==> src/rtl/config_pkg.sv <==
// ============================================================================
// config_pkg : minimal core-configuration record used to size the monitor.
// Revision   : 1.0
// ============================================================================
`default_nettype none

package config_pkg;

  typedef struct packed {
    int unsigned XLEN;
  } cva6_cfg_t;

  localparam cva6_cfg_t cva6_cfg_empty = '{XLEN: 32'd32};

endpackage

`default_nettype wire

==> src/rtl/dcache_ecc_monitor.sv <==
// ============================================================================
// dcache_ecc_monitor : saturating dcache event counters, register read port
//                      and uncorrectable-ECC exception log FIFO.
// Revision           : 1.0
// ============================================================================
`default_nettype none

module dcache_ecc_monitor #(
  parameter config_pkg::cva6_cfg_t CVA6Cfg = config_pkg::cva6_cfg_empty,
  parameter int unsigned NumEvents = 6,
  parameter int unsigned CntWidth  = 32,
  parameter int unsigned LogDepth  = 4,
  parameter type exception_t = struct packed {
    logic [CVA6Cfg.XLEN-1:0] cause;
    logic [CVA6Cfg.XLEN-1:0] tval;
    logic                    valid;
  }
) (
  input  logic                 clk_i,
  input  logic                 rst_ni,
  input  logic                 enable_i,
  input  logic [NumEvents-1:0] counters_i,
  input  exception_t           uncorrectable_ex_i,
  input  logic                 clr_i,
  input  logic [NumEvents-1:0] clr_mask_i,
  input  logic                 rd_req_i,
  input  logic [2:0]           rd_addr_i,
  output logic                 rd_valid_o,
  output logic [CntWidth-1:0]  rd_data_o,
  output logic                 ex_valid_o,
  input  logic                 ex_ready_i,
  output exception_t           ex_o,
  output logic                 overflow_o,
  input  logic                 clr_overflow_i,
  output logic                 irq_o
);

  localparam int unsigned AW = (LogDepth > 1) ? $clog2(LogDepth) : 1;
  localparam int unsigned PW = AW + 1;
  // Status word is built at least 9 bits wide so the overflow bit always has a home.
  localparam int unsigned SW = (CntWidth > 9) ? CntWidth : 9;

  // ---------------------------------------------------------------- counters
  logic [CntWidth-1:0] cnt_q [NumEvents];
  logic [CntWidth-1:0] cnt_d [NumEvents];

  always_comb begin
    for (int k = 0; k < NumEvents; k++) begin
      cnt_d[k] = cnt_q[k];
      if (clr_i && clr_mask_i[k]) begin
        cnt_d[k] = '0;
      end else if (enable_i && counters_i[k] && (cnt_q[k] != '1)) begin
        cnt_d[k] = cnt_q[k] + CntWidth'(1);
      end
    end
  end

  always_ff @(posedge clk_i or negedge rst_ni) begin
    if (!rst_ni) begin
      for (int k = 0; k < NumEvents; k++) begin
        cnt_q[k] <= '0;
      end
    end else begin
      for (int k = 0; k < NumEvents; k++) begin
        cnt_q[k] <= cnt_d[k];
      end
    end
  end

  // ---------------------------------------------------------------- log FIFO
  logic [PW-1:0] wptr_q, wptr_d;
  logic [PW-1:0] rptr_q, rptr_d;
  logic          ovf_q, ovf_d;
  exception_t    mem_q [LogDepth];
  logic          fifo_full, fifo_empty;
  logic          push, pop, push_ok, drop;
  logic [PW-1:0] occupancy;

  assign fifo_empty = (wptr_q == rptr_q);
  assign fifo_full  = (wptr_q[AW-1:0] == rptr_q[AW-1:0]) && (wptr_q[AW] != rptr_q[AW]);
  assign occupancy  = wptr_q - rptr_q;

  assign push    = uncorrectable_ex_i.valid;
  assign pop     = !fifo_empty && ex_ready_i;
  assign push_ok = push && (!fifo_full || pop);
  assign drop    = push && fifo_full && !pop;

  assign wptr_d = wptr_q + PW'(push_ok);
  assign rptr_d = rptr_q + PW'(pop);
  // A drop in the same cycle as a clear must leave the flag set.
  assign ovf_d  = drop | (ovf_q & ~clr_overflow_i);

  always_ff @(posedge clk_i or negedge rst_ni) begin
    if (!rst_ni) begin
      wptr_q <= '0;
      rptr_q <= '0;
      ovf_q  <= 1'b0;
    end else begin
      wptr_q <= wptr_d;
      rptr_q <= rptr_d;
      ovf_q  <= ovf_d;
    end
  end

  always_ff @(posedge clk_i) begin
    if (push_ok) begin
      mem_q[wptr_q[AW-1:0]] <= uncorrectable_ex_i;
    end
  end

  assign ex_valid_o = !fifo_empty;
  assign ex_o       = fifo_empty ? exception_t'('0) : mem_q[rptr_q[AW-1:0]];
  assign overflow_o = ovf_q;
  assign irq_o      = !fifo_empty || ovf_q;

  // ---------------------------------------------------------------- read port
  logic [SW-1:0]       status;
  logic [CntWidth-1:0] rd_mux;
  logic                rd_valid_q;
  logic [CntWidth-1:0] rd_data_q;

  always_comb begin
    status            = '0;
    status[8]         = ovf_q;
    status[PW-1:0]    = occupancy;
    rd_mux            = '0;
    if (rd_addr_i == 3'd6) begin
      rd_mux = status[CntWidth-1:0];
    end else if (rd_addr_i != 3'd7) begin
      for (int k = 0; k < NumEvents; k++) begin
        if ((k < 6) && (rd_addr_i == 3'(k))) begin
          rd_mux = cnt_q[k];
        end
      end
    end
  end

  always_ff @(posedge clk_i or negedge rst_ni) begin
    if (!rst_ni) begin
      rd_valid_q <= 1'b0;
      rd_data_q  <= '0;
    end else begin
      rd_valid_q <= rd_req_i;
      rd_data_q  <= rd_req_i ? rd_mux : '0;
    end
  end

  assign rd_valid_o = rd_valid_q;
  assign rd_data_o  = rd_data_q;

endmodule

`default_nettype wire

==> config.mk <==
export PLATFORM = sky130hd
export DESIGN_NAME = dcache_ecc_monitor
export DESIGN_NICKNAME = d
export VERILOG_FILES = /design/src/rtl/config_pkg.sv /design/src/rtl/dcache_ecc_monitor.sv
export SDC_FILE = /design/constraint.sdc
export NUM_CORES = 1
export LEC_CHECK = 0
export CORE_MARGIN = 8
export CORE_UTILIZATION = 25
export CTS_CLUSTER_SIZE = 28
export DETAILED_ROUTE_END_ITERATION = 6
export PLACE_DENSITY = 0.4
export REMOVE_ABC_BUFFERS = 1
export SLEW_MARGIN = 5
export SYNTH_ARGS = -nofsm -noshare
export SYNTH_HDL_FRONTEND = slang
export SYNTH_SLANG_ARGS = --single-unit
==> constraint.sdc <==
create_clock -name clk_i -period 5.85 [get_ports clk_i]
set_clock_uncertainty 0.15 [all_clocks]
set_input_delay 1.17 -clock clk_i [delete_from_list [all_inputs] [get_ports clk_i]]
set_output_delay 1.17 -clock clk_i [all_outputs]
set_load 0.03 [all_outputs]
* Word-level counts from Yosys, hierarchy flattened
Memory sizes are Yosys's and may differ from the RTL's.
Cells that the tools add are included.
** Word-level totals
- Logic and storage cells :: 99
- RAM bits :: 260
- Memories kept :: 1
- Input port bits :: 87
- Register bits :: 232
- Output and inout port bits :: 101
** Cells by class
- Muxes and demuxes :: 24
- Eq/ne operators :: 16
- Bitwise operators :: 3
- Reductions and logical operators :: 35
- Add/sub/neg operators :: 9
** Memories
- mem_q :: depth 4, width 65, read ports 1, clocked after Yosys merged registers in 0, wr ports 1, RTL line dcache_ecc_monitor.sv:74 : exception_t mem_q [LogDepth];
** Operators with widths (count)
- 32-bit two-way mux :: 21
- 32-bit by 1-bit adder with 32-bit output, second input constant :: 6
- 32-bit inequality test, second input constant :: 6
- 65-bit two-way mux :: 1
- 1-bit logical AND :: 23
- 2-bit nonzero test :: 6
- 3-bit == test, second input constant :: 3
- 3-bit by 1-bit adder with 3-bit output :: 2
- 3-bit by 2-bit == test with 1-bit output, second input constant :: 2
- 3-bit by 1-bit == test with 1-bit output, second input constant :: 1
- 3-bit == test :: 1
- 1-bit zero test :: 3
- 3-bit zero test :: 1
- 3-bit inequality test, second input constant :: 1
- 3-bit subtractor :: 1
- 2-bit == test :: 1
- 1-bit logical OR :: 2
- 1-bit two-way mux :: 2
- 1-bit AND :: 1
- 1-bit inequality test :: 1
- 1-bit inverter :: 1
- 1-bit bitwise OR :: 1

* Logic depth before layout (Yosys ltp)
Gate-level depths: netlist of the first run.
- Depth in word-level cells :: 10
- Depth in mapped cells :: 10
- Gate-level depth less buffers :: 8

* Worst setup path before layout of the first run
Ideal clock, no wire load.
- Kind :: reg-to-reg
- Start point :: reg rptr_q[1]
- End point :: mem mem_q[2][0] (netlist name), enable pin
- Arrival time :: 4.536 ns
- Slack :: 0.675 ns
- Buffers on the path :: 2
- Clock period less this slack :: 5.175 ns
- Cell stages (with the launch flop) :: 10
- Path through :: dfrtp_1 -> clkbuf_1 -> clkbuf_1 -> inv_1 -> ha_1 -> nand2_1 -> nor3_1 -> nor2b_1 -> nand2_1 -> nor2_1
** On the way
- Cells in the longest elaborated chain, start to end :: 7
- Elaborated cells on any way between the ends :: 10
- Classes of those cells :: 2 x eq/ne; 2 x mux; 6 x reduce/logical
** RTL lines
- start: declaration :: RTL line dcache_ecc_monitor.sv:72 : logic [PW-1:0] rptr_q, rptr_d;
- start signal: assignment :: RTL line dcache_ecc_monitor.sv:100 : rptr_q <= rptr_d;
- 3-bit == test / 2-bit == test (equally long branches) :: RTL line dcache_ecc_monitor.sv:79, dcache_ecc_monitor.sv:80
- 1-bit zero test / 1-bit logical AND (equally long branches) :: RTL line dcache_ecc_monitor.sv:84, dcache_ecc_monitor.sv:80
- 1-bit logical AND / 1-bit zero test (equally long branches) :: RTL line dcache_ecc_monitor.sv:84, dcache_ecc_monitor.sv:85
- 1-bit logical OR * :: RTL line dcache_ecc_monitor.sv:85 : assign push_ok = push && (!fifo_full || pop);
- 1-bit logical AND * :: RTL line dcache_ecc_monitor.sv:85
- 1-bit two-way mux * :: RTL line dcache_ecc_monitor.sv:106 : if (push_ok) begin
- 1-bit two-way mux (implied by the code) * :: RTL line dcache_ecc_monitor.sv:107 : mem_q[wptr_q[AW-1:0]] <= uncorrectable_ex_i;
- end: declaration :: RTL line dcache_ecc_monitor.sv:74
Every way passes the cells marked *; elsewhere a longest branch is shown, timed or not.

==> results of run 1 <==
==> kinds of logic (layout without fill, tap and decap cells) <==
family	count (synthesis)	count (layout)	share of synthesized area, %
flip-flops	492	492	58.5
AO/OA/AOI/OAI	378	378	9.72
XOR/XNOR	26	26	0.978
AND/OR/NAND/NOR	725	725	17.5
buffers and inverters	137	357	2.30
other	0	3	0
adder cells (fa/ha/maj)	13	13	0.731
multiplexers	118	118	10.3
==> cell usage after synthesis (all sizes together), types with 50 or more instances <==
library cell,count,share of area (%)
a21oi,148,3.2
clkbuf,82,1.3
dfrtp,232,25
edfxtp,260,34
mux4,97,9.4
nand2,157,2.5
nand3,83,1.8
nand4,50,1.4
nor2,53,0.85
nor2b,89,2.4
o21ai,96,2.1
o31ai,51,1.6
or3,77,2.1
or4,73,2.4
==> area by class of cell <==
| type | count | area, um2 | area share, % |
|---|---|---|---|
| Sequential cell | 492 | 13600 | 47.8 |
| Multi-Input combinational cell | 1260 | 9190 | 32.3 |
| Timing Repair Buffer | 220 | 2150 | 7.54 |
| Clock buffer | 81 | 1630 | 5.72 |
| Tap cell | 1254 | 1570 | 5.51 |
| Clock inverter | 23 | 193 | 0.677 |
| Inverter | 33 | 124 | 0.435 |
| Antenna cell | 3 | 7.51 | 0.0264 |
==> through the flow <==
| stage | power, W | hold slack (ns) |
|---|---|---|
| finish | 0.0117 | 0.336 |
| global route | 0.0123 | 0.365 |
| CTS | 0.0120 | 0.342 |
| detailed placement | 0.00845 | 0.333 |
| global placement | 0.00843 | 0.330 |
| floorplan | 0.00666 | 0.312 |
==> power by group <==
part	leakage, nW	internal [W]	switching, W
clock network	0.897	0.00202	0.00148
logic	3.38	0.00162	0.00234
registers	5.60	0.00413	0.000142
==> worst max-delay path by stage <==
| stage | startpoint | to | slack [ns] | cells after the start |
|---|---|---|---|---|
| CTS | rptr_q[1] | ex_o[34] | 1.14 | 4 |
| detailed placement | enable_i | cnt_q[87] | 1.51 | 7 |
| finish | rptr_q[1] | ex_o[34] | 1.29 | 4 |
| global route | rptr_q[1] | ex_o[20] | 1.09 | 6 |
| global placement | enable_i | cnt_q[93] | 1.54 | 7 |
| floorplan | rptr_q[0] | mem_q[2][0] | -1.06 | 6 |
==> worst max-delay path, stage by stage, from the launching register on <==
cell and delay (ns):
dfrtp_2 0.66, buf_4 0.56, mux4_2 0.32, nor2b_1 0.29
clkdlybuf4s50_1 0.74
==> routing by layer <==
metal | vias to the layer above | routed length, um
li1 | 7679 | -
met1 | 8451 | 32400
met2 | 376 | 34300
met3 | 91 | 3350
met4 | 4 | 1750
met5 | - | 26
==> flip-flops by register name, summed over array words and instances (netlist names) <==
signal and flops:
cnt_q 192, wptr_q 3, rd_data_o 32, mem_q 260
rptr_q 3, overflow_o 1, rd_valid_o 1
==> flow_metrics.env, run 1 <==
export IMPL_final_min_clock_period_ns=4.56
export IMPL_hpwlAfterDp_mm=50.1
export IMPL_min_delay_path_depth=1
export IMPL_worstPathArrival_ns=3.24
export IMPL_drv_cap=0
export IMPL_power_leakage_nw=9.88
export IMPL_cts_repair_resized=0
export IMPL_worst_slack_ns=1.29
export IMPL_async_reset_ff_share_pct=47.2
export IMPL_cp_start_kind="flop"
export IMPL_grt_pass1_wl_mm=107
export IMPL_ctsHoldBuffers=0
export IMPL_grt_max_degree=111
export IMPL_synth_edf_count=260
export IMPL_clk_pin_slew_ns=0.06
export IMPL_relSlewSlack_pct=25.3
export IMPL_synth_area_per_cell_um2=12.3
export IMPL_antenna_found_initial=7
export IMPL_final_util_pct=30.7
export IMPL_vias=16601
export IMPL_met1_usage_pct=18.6
export IMPL_slew_viol_final=0
export IMPL_htreeDepth=2
export IMPL_die_area_um2=103000
export IMPL_drt_pass1_iter_count=5
export IMPL_grt_ovfl_total=0
export IMPL_postPlaceCellArea_um2=26600
export IMPL_final_cell_mix="edfxtp_1 (260), dfrtp_1 (230), clkdlybuf4s50_1 (183)"
export IMPL_clk_latency_ns=0.63
export IMPL_hold_start="rptr_q[2]"
export IMPL_holdPathEnd="rptr_q[2]"
export IMPL_r2r_cells=8
export IMPL_synthesis_instances=1889
export IMPL_root_buffer="clkbuf_16"
export IMPL_ys_flop_type="edfxtp_1"
export IMPL_fill_cells=9467
export IMPL_r2r_end="mem_q[3][35]"
export IMPL_stdcell_count=3366
export IMPL_r2r_start="rptr_q[1]"
export IMPL_synthToLayoutAreaGrowth_pct=22.3
export IMPL_use_met2_pct=21.9
export IMPL_synth_seq_cells=492
export IMPL_portBuffers=187
export IMPL_p_per_area_nw_per_um2=412
export IMPL_setup_viol=0
export IMPL_fmax_mhz=219
export IMPL_tns_ns=0
export IMPL_use_met3_pct=2.20
export IMPL_avgViaCountPerCell=4.93
export IMPL_top_usage_layer="met2"
export IMPL_ant_nets=0
export IMPL_path_class="reg2out"
export IMPL_post_cts_buffers=0
export IMPL_preCtsSetupSlack_ns=1.51
export IMPL_row_count=112
export IMPL_grt_setup_unrepaired="no"
export IMPL_grt_usage_pct=13.5
export IMPL_drc=0
export IMPL_die_width_um=321
export IMPL_ys_warn_count=0
export IMPL_end_kind="output port"
export IMPL_ys_types=60
export IMPL_dp_cells=3259
export IMPL_drive_above_1_share_pct=11.5
export IMPL_core_um2=92800
export IMPL_r2r_slack_ns=2.61
export IMPL_cp_max_fo=35
export IMPL_tightest_slew_ns=1.10
export IMPL_post_drt_wl_per_cell_um=21.3
export IMPL_fp_dieH_um=321
export IMPL_drt_total_wl_mm=71.8
export IMPL_nets=2164
export IMPL_ys_seq_area_share_pct=58.5
export IMPL_fin_area_um2=28500
export IMPL_gp_congestion=0.805
export IMPL_ioPinCount=188
export IMPL_cts_path_max_buffers=3
export IMPL_start_util_pct=25.1
export IMPL_cts_sinks=492
export IMPL_cts_buffers=57
export IMPL_irDropWorstVdd_uv=271
export IMPL_fin_crit_sh_pct=77.9
export IMPL_status="completed"
export IMPL_cts_tree="done"
export IMPL_grt_pass1_vias=16465
export IMPL_drt_iter0_markers=1115
export IMPL_cp_required_ns=4.53
export IMPL_syn_area_um2=23300
export IMPL_hold_class="reg2reg"
export IMPL_finalHoldViolCount=0
export IMPL_layout_commonest_cell="edfxtp_1"
Power figures use the tool's default switching activity.
==> run 2, diff against run 1 <==
clock period = 4.7 ns   (was 5.85 ns; I/O delays follow)
==> run 2 against run 1 <==
- critical path depth is 2 higher
- global-route usage is 0.088 points lower
- first-iteration DRC count decreased by 9.6%
- sequential power rose by 24%
- sequential share of layout area is 0.27 points lower
- die area did not move
- core utilization is 0.17 points higher
- clock power increased by 26%
- critical endpoint is now ex_o[24]
- highest routed layer unchanged
==> flow_metrics.env, run 2 (synthesis results as in run 1) <==
export IMPL_status="completed"
export IMPL_setup_viol=0
export IMPL_root_buffer="clkbuf_16"
export IMPL_grt_pass1_vias=16325
export IMPL_p_total_w=0.0147
export IMPL_cp_start_kind="flop"
export IMPL_tightest_slew_ns=1.25
export IMPL_wl_met3_mm=3.02
export IMPL_worstPathArrival_ns=3.17
export IMPL_drt_iter0_markers=1008
export IMPL_antenna_found_initial=6
export IMPL_ctsHoldBuffers=0
export IMPL_grt_usage_pct=13.4
export IMPL_hold_class="in2async"
export IMPL_cts_tree="done"
export IMPL_drive_above_1_share_pct=12.3
export IMPL_vias=16322
export IMPL_clk_pin_slew_ns=0.06
export IMPL_wl_met2_mm=34.5
export IMPL_largest_reg_flops=260
export IMPL_die_width_um=321
export IMPL_nets=2175
export IMPL_gp_congestion=0.821
export IMPL_final_util_pct=30.9
export IMPL_die_area_um2=103000
export IMPL_topRoutingLayerUsed="met5"
export IMPL_post_drt_wl_per_cell_um=21.1
export IMPL_cts_path_max_buffers=3
export IMPL_synthToLayoutAreaGrowth_pct=23.0
export IMPL_drt_pass1_iter_count=5
export IMPL_drv_cap=0
export IMPL_regArea_um2=13600
export IMPL_start_util_pct=25.1
export IMPL_cts_sinks=492
export IMPL_post_cts_buffers=0
export IMPL_cp_required_ns=3.61
export IMPL_row_count=112
export IMPL_fp_dieH_um=321
export IMPL_slew_viol_final=0
export IMPL_fin_crit_sh_pct=90.6
export IMPL_grt_setup_unrepaired="no"
export IMPL_finalHoldViolCount=0
export IMPL_core_um2=92800
export IMPL_hold_ws_ns=0.214
export IMPL_avgViaCountPerCell=4.84
export IMPL_crit_path_top_delay_cell="clkdlybuf4s50_1"
export IMPL_cp_max_fo=43
export IMPL_path_class="reg2out"
export IMPL_slowest_delay_ns=0.63
export IMPL_clk_latency_ns=0.63
export IMPL_irDropWorstVdd_uv=368
export IMPL_final_min_clock_period_ns=4.26
export IMPL_ant_nets=0
export IMPL_relSlewSlack_pct=16.8
export IMPL_cts_repair_resized=0
export IMPL_end_kind="output port"
export IMPL_fmax_mhz=235
export IMPL_layout_commonest_cell="edfxtp_1"
export IMPL_ioPinCount=188
export IMPL_multi_input_area_um2=9180
export IMPL_cts_buffers=56
export IMPL_htreeDepth=2
export IMPL_crit_family="buffers and inverters"
export IMPL_wl_met1_mm=31.9
export IMPL_power_leakage_nw=9.97
export IMPL_worstPathCellList="inv_1, ha_1, and3_4, buf_4, nor2b_1, clkdlybuf4s50_1"
export IMPL_fill_cells=9426
export IMPL_p_per_area_nw_per_um2=512
export IMPL_worst_path_buf_inv=3
export IMPL_grt_pass1_wl_mm=106
export IMPL_drc=0
export IMPL_grt_max_degree=98
export IMPL_hpwlAfterDp_mm=49.7
export IMPL_portBuffers=187
export IMPL_final_cell_mix="edfxtp_1 (260), dfrtp_1 (230), clkdlybuf4s50_1 (183)"
export IMPL_grt_ovfl_total=0
export IMPL_drt_total_wl_mm=71.0
## run 2: where the power goes
part / internal (W) / total, W / switching (W)
clock network: 0.00257 / 0.00440 / 0.00184
registers: 0.00513 / 0.00528 / 0.000146
logic: 0.00206 / 0.00498 / 0.00292
total: 0.00976 / 0.0147 / 0.00491
## run 2: path summary, 6_finish.rpt
path,from,end,slack (ns),cells after the start
hold / removal,rst_ni,cnt_q[123],0.21,1
max in group asynchronous,rst_ni,cnt_q[176],3.12,2
setup / recovery,wptr_q[0],ex_o[24],0.44,6
hold reg to reg,rptr_q[2],rptr_q[2],0.34,1
min in group clk_i,rptr_q[2],rptr_q[2],0.34,1
setup reg to reg,cnt_q[0],cnt_q[3],1.73,7
## run 2: metrics by stage
stage               instances  instance area (um2)  setup TNS [ns]  worst slack (ns)
floorplan                1785                22900         -478.65             -2.21
global placement         3271                26800               0             0.936
detailed placement       3271                26800               0             0.866
CTS                      3369                28600               0             0.138
global route             3369                28600               0             0.215
finish                   3372                28600               0             0.442
## run 2: metal layers
| layer | GRT usage, % | up-vias |
|---|---|---|
| met2 | 22.5 | 311 |
| li1 | - | 7691 |
| met4 | 3.32 | 2 |
| met5 | 0 | - |
| met3 | 2.36 | 93 |
| met1 | 17.9 | 8225 |
## run 2: cell type report
| cell class | instances | share of cell area [%] |
|---|---|---|
| sequential | 492 | 47.6 |
| clock buffer | 70 | 5.33 |
| antenna | 3 | 0.0262 |
| timing repair buffer | 232 | 8.07 |
| inverter | 33 | 0.433 |
| tap | 1254 | 5.48 |
| multi-input combinational | 1260 | 32.1 |
| clock inverter | 28 | 1.03 |
